`config.mk`:
```
export PLATFORM = sky130hd
export DESIGN_NAME = z80_bus_master
export DESIGN_NICKNAME = d
export VERILOG_FILES = /design/src/rtl/z80_bus_master.sv
export SDC_FILE = /design/constraint.sdc
export NUM_CORES = 1
export LEC_CHECK = 0
export CORE_UTILIZATION = 37
export CTS_BUF_LIST = sky130_fd_sc_hd__clkbuf_16
export CTS_CLUSTER_DIAMETER = 30
export CTS_CLUSTER_SIZE = 25
export DETAILED_ROUTE_END_ITERATION = 10
export REMOVE_ABC_BUFFERS = 1
export SYNTH_ARGS = -nofsm -noshare
export SYNTH_HDL_FRONTEND = slang
export SYNTH_SLANG_ARGS = --single-unit
```
`constraint.sdc`:
```
create_clock -name clk -period 3.5 [get_ports clk]
set_clock_uncertainty 0.1 [all_clocks]
set_input_delay 0.35 -clock clk [delete_from_list [all_inputs] [get_ports clk]]
set_output_delay 0.35 -clock clk [all_outputs]
set_load 0.1 [all_outputs]
```
`src/rtl/z80_bus_master.sv`:
```
`default_nettype none
// ============================================================================
//  Module      : z80_bus_master
//  Description : Z80 bus initiator. Requests the bus with BUSREQ/BUSACK and
//                runs Z80-style MREQ/RD/WR memory cycles for an internal
//                command/response requester. Pad outputs are registered.
//  Revision    : 1.0 - initial release
// ============================================================================
module z80_bus_master #(
  parameter int T_SETUP     = 2,
  parameter int T_STROBE    = 4,
  parameter int T_HOLD      = 2,
  parameter int ACK_TIMEOUT = 1024,
  parameter int SYNC_STAGES = 2
) (
  input  logic        clk,
  input  logic        rst_n,
  input  logic        i_cmd_valid,
  output logic        o_cmd_ready,
  input  logic        i_cmd_wr,
  input  logic [15:0] i_cmd_addr,
  input  logic [7:0]  i_cmd_wdata,
  input  logic        i_cmd_last,
  output logic        o_rsp_valid,
  output logic [7:0]  o_rsp_rdata,
  output logic        o_rsp_err,
  output logic        o_busy,
  output logic        o_busreq_n,
  input  logic        i_busack_n,
  output logic [15:0] o_bus_a,
  output logic        o_bus_a_oe,
  output logic [7:0]  o_bus_d_out,
  output logic        o_bus_d_oe,
  input  logic [7:0]  i_bus_d_in,
  output logic        o_bus_mreq_n,
  output logic        o_bus_rd_n,
  output logic        o_bus_wr_n
);

  typedef enum logic [2:0] {
    S_IDLE   = 3'd0,
    S_REQ    = 3'd1,
    S_ADDR   = 3'd2,
    S_STROBE = 3'd3,
    S_HOLD   = 3'd4,
    S_OWN    = 3'd5,
    S_REL    = 3'd6
  } state_t;

  // Phase counter covers the longest of the three bus phases.
  localparam int c_PH_MAX = (T_SETUP > T_STROBE) ?
                            ((T_SETUP > T_HOLD) ? T_SETUP : T_HOLD) :
                            ((T_STROBE > T_HOLD) ? T_STROBE : T_HOLD);
  localparam int c_PW = (c_PH_MAX > 1) ? $clog2(c_PH_MAX + 1) : 1;
  localparam int c_TW = $clog2(ACK_TIMEOUT + 1);

  localparam logic [c_PW-1:0] c_SETUP_LAST  = c_PW'(T_SETUP - 1);
  localparam logic [c_PW-1:0] c_STROBE_LAST = c_PW'(T_STROBE - 1);
  localparam logic [c_PW-1:0] c_HOLD_LAST   = c_PW'(T_HOLD - 1);
  localparam logic [c_PW-1:0] c_PH_SAT      = c_PW'(c_PH_MAX);
  localparam logic [c_TW-1:0] c_TMO_LAST    = c_TW'(ACK_TIMEOUT - 1);
  localparam logic [c_TW-1:0] c_TMO_SAT     = c_TW'(ACK_TIMEOUT);

  state_t            r_state;
  state_t            w_state_nxt;
  logic [c_PW-1:0]   r_ph;
  logic [c_PW-1:0]   w_ph_nxt;
  logic [c_PW-1:0]   w_ph_inc;
  logic [c_TW-1:0]   r_tmo;
  logic [c_TW-1:0]   w_tmo_nxt;
  logic [c_TW-1:0]   w_tmo_inc;

  logic [SYNC_STAGES-1:0] r_ack_sync;
  logic [7:0]        r_din_sync [SYNC_STAGES];
  logic              w_ack_s;
  logic [7:0]        w_din_s;

  logic              r_wr;
  logic [15:0]       r_addr;
  logic [7:0]        r_wdata;
  logic              r_last;
  logic              w_f_wr;
  logic [15:0]       w_f_addr;
  logic [7:0]        w_f_wdata;

  logic              w_ready;
  logic              w_accept;

  logic              r_rsp_valid;
  logic              r_rsp_err;
  logic [7:0]        r_rsp_rdata;
  logic              w_rsp_valid;
  logic              w_rsp_err;
  logic [7:0]        w_rsp_rdata;

  logic              r_busreq_n, w_busreq_n;
  logic [15:0]       r_bus_a, w_bus_a;
  logic              r_bus_a_oe, w_bus_a_oe;
  logic [7:0]        r_bus_d_out, w_bus_d_out;
  logic              r_bus_d_oe, w_bus_d_oe;
  logic              r_mreq_n, w_mreq_n;
  logic              r_rd_n, w_rd_n;
  logic              r_wr_n, w_wr_n;

  assign w_ack_s   = r_ack_sync[SYNC_STAGES-1];
  assign w_din_s   = r_din_sync[SYNC_STAGES-1];
  assign w_ready   = (r_state == S_IDLE) || (r_state == S_OWN);
  assign w_accept  = i_cmd_valid && w_ready;
  assign w_ph_inc  = (r_ph == c_PH_SAT) ? r_ph : r_ph + c_PW'(1);
  assign w_tmo_inc = (r_tmo == c_TMO_SAT) ? r_tmo : r_tmo + c_TW'(1);

  // Command fields as seen by the next cycle: fresh on accept, held otherwise.
  assign w_f_wr    = w_accept ? i_cmd_wr    : r_wr;
  assign w_f_addr  = w_accept ? i_cmd_addr  : r_addr;
  assign w_f_wdata = w_accept ? i_cmd_wdata : r_wdata;

  // Synchronise the asynchronous BUSACK and data-in pads.
  always_ff @(posedge clk or negedge rst_n) begin
    if (!rst_n) begin
      r_ack_sync <= '1;
      for (int i = 0; i < SYNC_STAGES; i++) r_din_sync[i] <= 8'h00;
    end else begin
      r_ack_sync    <= {r_ack_sync[SYNC_STAGES-2:0], i_busack_n};
      r_din_sync[0] <= i_bus_d_in;
      for (int i = 1; i < SYNC_STAGES; i++) r_din_sync[i] <= r_din_sync[i-1];
    end
  end

  // Capture command fields on accept; held until the next accept.
  always_ff @(posedge clk or negedge rst_n) begin
    if (!rst_n) begin
      r_wr    <= 1'b0;
      r_addr  <= 16'h0000;
      r_wdata <= 8'h00;
      r_last  <= 1'b0;
    end else if (w_accept) begin
      r_wr    <= i_cmd_wr;
      r_addr  <= i_cmd_addr;
      r_wdata <= i_cmd_wdata;
      r_last  <= i_cmd_last;
    end
  end

  // Next-state, phase/timeout counters and response generation.
  always_comb begin
    w_state_nxt = r_state;
    w_ph_nxt    = r_ph;
    w_tmo_nxt   = r_tmo;
    w_rsp_valid = 1'b0;
    w_rsp_err   = 1'b0;
    w_rsp_rdata = r_rsp_rdata;
    case (r_state)
      S_IDLE: begin
        if (w_accept) begin
          w_state_nxt = S_REQ;
          w_tmo_nxt   = '0;
        end
      end
      S_REQ: begin
        // A grant seen this cycle wins over an expiring timeout.
        if (!w_ack_s) begin
          w_state_nxt = S_ADDR;
          w_ph_nxt    = '0;
        end else if (r_tmo >= c_TMO_LAST) begin
          w_state_nxt = S_IDLE;
          w_rsp_valid = 1'b1;
          w_rsp_err   = 1'b1;
        end else begin
          w_tmo_nxt   = w_tmo_inc;
        end
      end
      S_ADDR: begin
        if (r_ph >= c_SETUP_LAST) begin
          w_state_nxt = S_STROBE;
          w_ph_nxt    = '0;
        end else begin
          w_ph_nxt    = w_ph_inc;
        end
      end
      S_STROBE: begin
        if (r_ph >= c_STROBE_LAST) begin
          w_state_nxt = S_HOLD;
          w_ph_nxt    = '0;
          if (!r_wr) w_rsp_rdata = w_din_s;
        end else begin
          w_ph_nxt    = w_ph_inc;
        end
      end
      S_HOLD: begin
        if (r_ph >= c_HOLD_LAST) begin
          w_state_nxt = r_last ? S_REL : S_OWN;
          w_rsp_valid = 1'b1;
        end else begin
          w_ph_nxt    = w_ph_inc;
        end
      end
      S_OWN: begin
        if (w_accept) begin
          w_state_nxt = S_ADDR;
          w_ph_nxt    = '0;
        end
      end
      S_REL: begin
        if (w_ack_s) w_state_nxt = S_IDLE;
      end
      default: w_state_nxt = S_IDLE;
    endcase
  end

  // Pad values decoded from the state being entered, so pads track the state.
  always_comb begin
    w_busreq_n  = 1'b1;
    w_bus_a_oe  = 1'b0;
    w_bus_d_oe  = 1'b0;
    w_mreq_n    = 1'b1;
    w_rd_n      = 1'b1;
    w_wr_n      = 1'b1;
    w_bus_a     = r_bus_a;
    w_bus_d_out = r_bus_d_out;
    case (w_state_nxt)
      S_REQ: w_busreq_n = 1'b0;
      S_ADDR, S_STROBE, S_HOLD: begin
        w_busreq_n = 1'b0;
        w_bus_a_oe = 1'b1;
        w_bus_a    = w_f_addr;
        if (w_f_wr) begin
          w_bus_d_oe  = 1'b1;
          w_bus_d_out = w_f_wdata;
        end
        if (w_state_nxt == S_STROBE) begin
          w_mreq_n = 1'b0;
          w_rd_n   = w_f_wr;
          w_wr_n   = !w_f_wr;
        end
      end
      S_OWN: begin
        w_busreq_n = 1'b0;
        w_bus_a_oe = 1'b1;
      end
      default: ;
    endcase
  end

  // State, counters, response and pad registers; reset releases the bus at once.
  always_ff @(posedge clk or negedge rst_n) begin
    if (!rst_n) begin
      r_state     <= S_IDLE;
      r_ph        <= '0;
      r_tmo       <= '0;
      r_rsp_valid <= 1'b0;
      r_rsp_err   <= 1'b0;
      r_rsp_rdata <= 8'h00;
      r_busreq_n  <= 1'b1;
      r_bus_a     <= 16'h0000;
      r_bus_a_oe  <= 1'b0;
      r_bus_d_out <= 8'h00;
      r_bus_d_oe  <= 1'b0;
      r_mreq_n    <= 1'b1;
      r_rd_n      <= 1'b1;
      r_wr_n      <= 1'b1;
    end else begin
      r_state     <= w_state_nxt;
      r_ph        <= w_ph_nxt;
      r_tmo       <= w_tmo_nxt;
      r_rsp_valid <= w_rsp_valid;
      r_rsp_err   <= w_rsp_err;
      r_rsp_rdata <= w_rsp_rdata;
      r_busreq_n  <= w_busreq_n;
      r_bus_a     <= w_bus_a;
      r_bus_a_oe  <= w_bus_a_oe;
      r_bus_d_out <= w_bus_d_out;
      r_bus_d_oe  <= w_bus_d_oe;
      r_mreq_n    <= w_mreq_n;
      r_rd_n      <= w_rd_n;
      r_wr_n      <= w_wr_n;
    end
  end

  assign o_cmd_ready  = w_ready;
  assign o_busy       = (r_state != S_IDLE);
  assign o_rsp_valid  = r_rsp_valid;
  assign o_rsp_err    = r_rsp_err;
  assign o_rsp_rdata  = r_rsp_rdata;
  assign o_busreq_n   = r_busreq_n;
  assign o_bus_a      = r_bus_a;
  assign o_bus_a_oe   = r_bus_a_oe;
  assign o_bus_d_out  = r_bus_d_out;
  assign o_bus_d_oe   = r_bus_d_oe;
  assign o_bus_mreq_n = r_mreq_n;
  assign o_bus_rd_n   = r_rd_n;
  assign o_bus_wr_n   = r_wr_n;

endmodule
`default_nettype wire
```
# Yosys cells after proc, flatten, opt, wreduce, memory -nomap -nowiden
# Cells that the tools add are included.
# totals
register_bits	101
# classes
mux	40
add_sub_neg	2
n_eq_ne	20
bitwise	1
order_cmp	3
reduce_logical	14
# ops
operator	count
2-to-1 mux 11 bit	4
2-to-1 mux 3 bit	14
case mux 11 bit (2 select lines)	1
case mux 3 bit (7 select lines)	1
equality test 3 bit (second input constant)	6
2-to-1 mux 16 bit	1
2-to-1 mux 1 bit	15
case mux 3 bit (5 select lines)	1
!= test 2 bit (second input constant)	7
equality test 3 x 2 -> 1 bit (second input constant)	4
adder 11 x 1 -> 11 bit (second input constant)	1
equality test 11 bit (second input constant)	1
greater-or-equal comparator 11 x 10 -> 1 bit (second input constant)	1
2-to-1 mux 8 bit	1
equality test 3 x 1 -> 1 bit (second input constant)	2
AND reduction 5 bit	1
nonzero test 5 bit	1
OR reduction 5 bit	1
AND reduction 4 bit	1
OR reduction 4 bit	1
adder 3 x 1 -> 3 bit (second input constant)	1
greater-or-equal comparator 3 x 1 -> 1 bit (second input constant)	1
greater-or-equal comparator 3 x 2 -> 1 bit (second input constant)	1
zero test 3 bit	1
other kinds (11)	11

# Depth between registers and ports, before layout
# Gate-level depths: netlist (run 1).
# logic_depth
ltp_word	8
mapped_depth	10

# Worst setup path before layout (run 1)
# OpenSTA, ideal clock, no wires.
# synth_path
kind	register to register
start	reg r_state[0]
end	reg r_bus_d_out[0], in the netlist o_bus_d_out[0]
t_arrival_ns	3.469
slack_ns	-0.195
stages_incl_launch_ff	9
t_required_ns	3.275
setup_time_ns	0.125
path_cell_list	dfrtp_1 -> clkbuf_1 -> buf_2 -> xor2_1 -> nor2_1 -> nand2_1 -> mux2i_1 -> a21oi_4 -> mux2_2
# synth_between
elab_chain_cells	8
word_cells_on_any_way	25
classes_between	9 x eq/ne; 11 x mux; 5 x reduce/logical
# synth_rtl
element	line	rtl
start, declared	64	state_t r_state;
start signal, assigned	262	r_state <= w_state_nxt;
equality test 3 bit / zero test 3 bit (equally long branches)	107	assign w_ready = (r_state == S_IDLE) || (r_state == S_OWN);
logical OR 1 bit *	107	
via o_cmd_ready	19	output logic o_cmd_ready,
logical AND 1 bit *	108	assign w_accept = i_cmd_valid && w_ready;
2-to-1 mux 3 bit (on tied branches)	198, 154	
case mux 3 bit (7 select lines)	152	case (r_state)
equality test 3 x 2 -> 1 bit / equality test 3 bit (equally long branches)	220	case (w_state_nxt)
OR reduction 3 bit	220	
AND reduction 2 bit (no line)	--	
end signal, assigned	271	r_bus_d_out <= w_bus_d_out;
end, declared	99	logic [7:0] r_bus_d_out, w_bus_d_out;
# The timed path passes the listed nets; every way through them passes the cells marked *.
# A chain may end at the register's enable or synchronous reset.

# Worst setup path after layout (run 1)
# layout_path
start	reg r_ph[1]
end	reg r_bus_d_out[1], in the netlist o_bus_d_out[1]
# layout_between
elab_chain_cells	6
word_cells_on_any_way	11
classes_between	2 x order compare; 3 x eq/ne; 4 x mux; 2 x reduce/logical
# layout_rtl
element	line	rtl
start, declared	66	logic [c_PW-1:0] r_ph;
start signal, assigned	263	r_ph <= w_ph_nxt;
greater-or-equal comparator 3 x 1 -> 1 bit / greater-or-equal comparator 3 x 2 -> 1 bit (equally long branches)	173, 190, 181	
2-to-1 mux 3 bit (on tied branches)	190, 173, 181	
case mux 3 bit (7 select lines) *	152	
equality test 3 x 2 -> 1 bit / equality test 3 bit (equally long branches)	220	
OR reduction 3 bit *	220	
AND reduction 2 bit (no line) *	--	
# Mark *: on every way between the ends. The rest lies on a longest branch, timed or not.

==> results of run 1 <==
-- final cells by class --
cell class	count	area [um2]
Tap cell	136	170
Multi-Input combinational cell	168	1400
Sequential cell	101	2530
Fill cell	944	5150
Inverter	9	33.8
Clock inverter	7	62.6
Clock buffer	9	225
Timing Repair Buffer	86	841
-- Yosys cell counts (all sizes together) (2+ instances only) --
library cell,n,share of area (%)
dfrtp,95,59
mux2,57,16
nor2,17,1.6
nand2,12,1.3
inv,9,0.84
a21oi,8,1.3
dfstp,6,3.9
ha,6,1.9
nand2b,6,0.94
nor4,6,1.5
buf,5,0.75
nand3,5,0.62
xnor2,5,1.1
clkbuf,4,0.37
nor2b,4,0.62
nor3,4,0.50
and3,3,0.47
mux2i,3,0.75
o21ai,3,0.37
a211o,2,0.44
a211oi,2,0.37
a41oi,2,0.44
and2,2,0.31
nand3b,2,0.37
o32ai,2,0.44
or4b,2,0.59
xor2,2,0.44
-- per-layer routing --
metal | track usage, % | vias to the layer above
met1 | 19.0 | 1249
met5 | 0 | -
met2 | 22.9 | 54
met4 | 6.75 | 0
li1 | - | 1184
met3 | 3.49 | 6
-- flip-flops by register name (all words and copies together), names as in the netlist, 2 cells and up --
signal / count
r_wdata: 8
w_din_s: 8
o_rsp_rdata: 8
r_tmo: 11
r_addr: 16
r_ph: 3
o_bus_d_out: 8
o_bus_a: 16
r_din_sync: 8
r_ack_sync: 2
r_state: 3
-- worst paths after layout --
check                      slack (ps)        endpoint  depth (start not counted)
max                               450  o_bus_d_out[1]                          8
min                               250      w_din_s[1]                          0
max reg2reg                       450  o_bus_d_out[1]                          8
min reg2reg                       250      w_din_s[1]                          0
max in group asynchronous        1940      o_busreq_n                          3
min in group asynchronous         520      r_wdata[0]                          2
-- worst max-delay path, cell delays in order, from the launching register on --
cell and delay (ps):
dfrtp_1 430, inv_1 100, ha_1 220, nor4_4 380
nor3_1 120, a211o_1 340, or4b_4 540, a21oi_4 330
mux2_2 370
-- metrics by stage --
step           utilization (%)  worst slack (ps)
6_report                  50.6               447
5_1_grt                   50.6               298
4_1_cts                   50.6               448
3_5_place_dp              47.7               466
3_3_place_gp              47.7               517
2_1_floorplan                -              -624
-- layout by cell type, fill, tap and decap left out, drive strengths merged, types with 3 or more instances in the layout --
cell type      instances
nor2b                  4
clkbuf                 9
nor4                   6
buf                    8
mux2i                  3
dfstp                  6
and3                   3
clkinv                 3
mux2                  57
dfrtp                 95
nor2                  17
a21oi                  8
o21ai                  3
nand3                  5
ha                     6
xnor2                  5
nor3                   4
clkdlybuf4s50         77
inv                   12
nand2b                 6
nand2                 12
-- kinds of logic (layout without fill, tap and decap cells) --
group / after synthesis / count (layout)
mux: 60 / 60
buf+inv: 18 / 111
flops: 101 / 101
simple gates: 70 / 70
xor+xnor: 7 / 7
fa+ha+maj: 6 / 6
compound gates: 25 / 25
-- repair_timing --
action / in CTS / in global routing
hold endpoints to repair: 6 / 0
resized for setup: 0 / 0
hold buffers: 1 / 0
==> results.json, run 1 <==
{
  "synthMuxAreaShare_pct": 16.7,
  "drc": 0,
  "synth-adder-area-share_pct": 1.87,
  "wire_per_inst_um": 14.4,
  "postSynthCellCount": 287,
  "core_um2": 10400,
  "cts_root_buffer": "clkbuf_16",
  "met1_length_mm": 3.46,
  "crit_fanout": 9,
  "hold_start": "r_din_sync[9]",
  "whs_ps": 250,
  "routed.top_layer": "met4",
  "portBuffers": 79,
  "synth_edf_count": 0,
  "yosysSeqAreaShare_pct": 63.2,
  "path_class": "flip-flop to flip-flop",
  "max_freq_mhz": 328,
  "routed-wl-met3_um": 344,
  "grt_pass1_wl_mm": 12.7,
  "fp-row-count": 37,
  "final.setup.tns_ps": 0,
  "nNetsFinal": 419,
  "relSlewSlack_pct": 32.9,
  "synthSimpleGateAreaFrac_pct": 10.2,
  "first_global_vias": 2635,
  "dp_cells": 499,
  "cap_violations": 0,
  "synth-xor-area-share_pct": 1.53,
  "postSynth.asyncResetShare_pct": 100,
  "yosysUniqueCellTypes": 46,
  "antenna_found_initial": 0,
  "drt_wl_total_mm": 7.43,
  "hold_viol_final": 0,
  "synth_top_family_by_area": "multiplexers",
  "grt_overflow": 0,
  "htreeDepth": 3,
  "dr_total_vias": 2493,
  "dp_hpwl_mm": 5.15,
  "track_usage_pct": 14.6,
  "startpoint": "r_ph[1]",
  "clock_latency_ps": 340,
  "rsz0062_at_grt": "no",
  "synth-seq-cells": 101,
  "gp_congestion": 0.853,
  "placed_area_um2": 4970,
  "ant_nets": 0,
  "die_h_um": 106,
  "cts_tree": "built",
  "instances_no_fill": 516,
  "grt_max_degree": 59,
  "worstMarginPinSlew_ps": 1000,
  "diodes": 0,
  "end_kind": "flip-flop",
  "final-setup-viol-count": 0,
  "die-area_um2": 11300,
  "fin_crit_sh_pct": 87.2,
  "drt_first_iter_violations": 110,
  "synthesis.area_um2": 4010,
  "critPathLaunchType": "flip-flop",
  "required_ps": 3620,
  "postCtsSetupBuffers": 0,
  "slew_viol_final": 0,
  "synthFlopType": "dfrtp_1",
  "drive_gt1_share_pct": 25.0,
  "rr_startpoint": "r_ph[1]",
  "ios": 80,
  "status": "completed",
  "min_path_type": "flip-flop to flip-flop",
  "syn_avg_cell_area_um2": 14.0,
  "dr.pass1.iters": 4,
  "cts_max_path_buffers": 2,
  "via_per_inst": 4.83,
  "numCtsBuffers": 9,
  "start_util_pct": 38.5,
  "die_w_um": 106,
  "clock-sinks": 101,
  "cp_data_arrival_time_ps": 3180,
  "area_delta_synth_final_pct": 31.2,
  "ys_warn_count": 0,
  "met2_wirelength_mm": 3.54,
  "clk_pin_slew_ps": 70,
  "fin_crit_ps": 3050,
  "final_area_um2": 5270,
  "synth_compound_area_share_pct": 4.55
}
Power of run 1 is left out: the tool's default activity adds up to more than one toggle a clock period on the data nets, which glitch-free logic cannot reach.
==> inputs of run 2 (changes only) <==
- CORE_MARGIN: unset -> 1.5
- CTS_CLUSTER_SIZE: 25 -> unset
==> results.json, run 2 (synthesis results as in run 1) <==
{
  "ant_nets": 0,
  "diodes": 0,
  "cts_root_buffer": "clkbuf_16",
  "drt_first_iter_violations": 75,
  "drt_wl_total_mm": 7.49,
  "crit_fanout": 9,
  "r2r-end": "o_bus_d_out[7]",
  "core_um2": 10400,
  "rr_startpoint": "r_ph[1]",
  "regArea_um2": 2530,
  "wire_per_inst_um": 14.5,
  "reg2reg_depth": 8,
  "whs_ps": -17.3,
  "grt_max_degree": 62,
  "max_freq_mhz": 326,
  "fin_crit_ps": 3070,
  "portBuffers": 79,
  "start_util_pct": 38.5,
  "cts_tree": "built",
  "area_delta_synth_final_pct": 30.5,
  "fp-row-count": 37,
  "clock_latency_ps": 330,
  "final.setup.tns_ps": 0,
  "dp_hpwl_mm": 5.28,
  "fin_crit_sh_pct": 87.7,
  "drive_gt1_share_pct": 24.8,
  "die-area_um2": 11500,
  "critPathLaunchType": "flip-flop",
  "crit_slowest_cell": "or4b_4",
  "cp_data_arrival_time_ps": 3190,
  "antenna_found_initial": 0,
  "slowest_delay_ps": 540,
  "final-setup-viol-count": 0,
  "mostFrequentLayoutCells": "95 x dfrtp_1, 77 x clkdlybuf4s50_1, 57 x mux2_2",
  "min_path_type": "input pin to asynchronous set/reset pin",
  "dr_total_vias": 2470,
  "fillers": 922,
  "drc": 0,
  "status": "finished, violations left",
  "numCtsBuffers": 9,
  "path_class": "flip-flop to flip-flop",
  "die_h_um": 107,
  "clk_pin_slew_ps": 70,
  "end_kind": "flip-flop",
  "postCtsSetupBuffers": 0,
  "hold_buffers": 0,
  "multi_input_area_um2": 1400,
  "required_ps": 3620,
  "cts_resized": 0,
  "cap_violations": 0,
  "first_global_vias": 2592,
  "via_per_inst": 4.80,
  "path_cells": "inv_1, ha_1, nor4_4, nor3_1, a211o_1, or4b_4, a21oi_4, mux2_2",
  "dr.pass1.iters": 4,
  "violations": "negative hold slack",
  "nNetsFinal": 418,
  "mostFrequentLayoutCell": "dfrtp_1",
  "grt_pass1_wl_mm": 12.7,
  "rsz0062_at_grt": "no",
  "relSlewSlack_pct": 30.4,
  "clock-sinks": 101,
  "reg2reg_slack_ps": 430,
  "die_w_um": 107,
  "hold_viol_final": 20,
  "htreeDepth": 3,
  "slew_viol_final": 0,
  "worstMarginPinSlew_ps": 1040,
  "gp_congestion": 0.761,
  "cts_max_path_buffers": 2,
  "ios": 80,
  "grt_overflow": 0,
  "track_usage_pct": 14.2
}
-- run 2: critical path: cells and delay by family, from the launching register on --
kind                     cells  cell delay (ps)
AO/OA/AOI/OAI                2              670
multiplexers                 1              380
adder cells (fa/ha/maj)      1              220
flip-flops                   1              430
buffers and inverters        1              110
AND/OR/NAND/NOR              3             1050
-- run 2: worst max-delay path by stage --
stage | depth (start not counted) | end | slack (ps) | startpoint
after floorplan | 6 | o_bus_d_out[0] | -620 | r_state[0]
after global placement | 8 | o_bus_d_out[6] | 520 | r_ph[1]
after detailed placement | 8 | o_bus_d_out[4] | 420 | r_ph[1]
after CTS | 8 | o_bus_d_out[4] | 410 | r_ph[1]
after global routing | 8 | o_bus_d_out[6] | 300 | r_ph[0]
final | 8 | o_bus_d_out[7] | 430 | r_ph[1]
-- run 2: cell type report --
class	instances	share of cell area [%]
timing repair buffer	85	15.9
clock buffer	9	4.30
sequential	101	48.4
inverter	9	0.645
tap	136	3.25
multi-input combinational	168	26.7
clock inverter	7	0.789
-- run 2: routing by layer --
layer | part of all wire [%] | global-route usage [%]
met1 | 44 | 17.5
met2 | 48 | 23.1
met3 | 6.0 | 5.11
met5 | 0 | 0
met4 | 1.3 | 4.86
-- run 2: metrics by stage --
step	instances	area (um2)	hold slack [ps]	utilization (%)	setup WS, ps
after floorplan	278	3970	-45.6	-	-624
after global placement	499	4970	232	47.7	522
after detailed placement	499	4970	235	47.7	418
after CTS	515	5240	8.41	50.3	413
after global routing	515	5240	40.3	50.3	299
final	515	5240	-17.3	50.3	430
Power of run 2 is left out for the same reason.
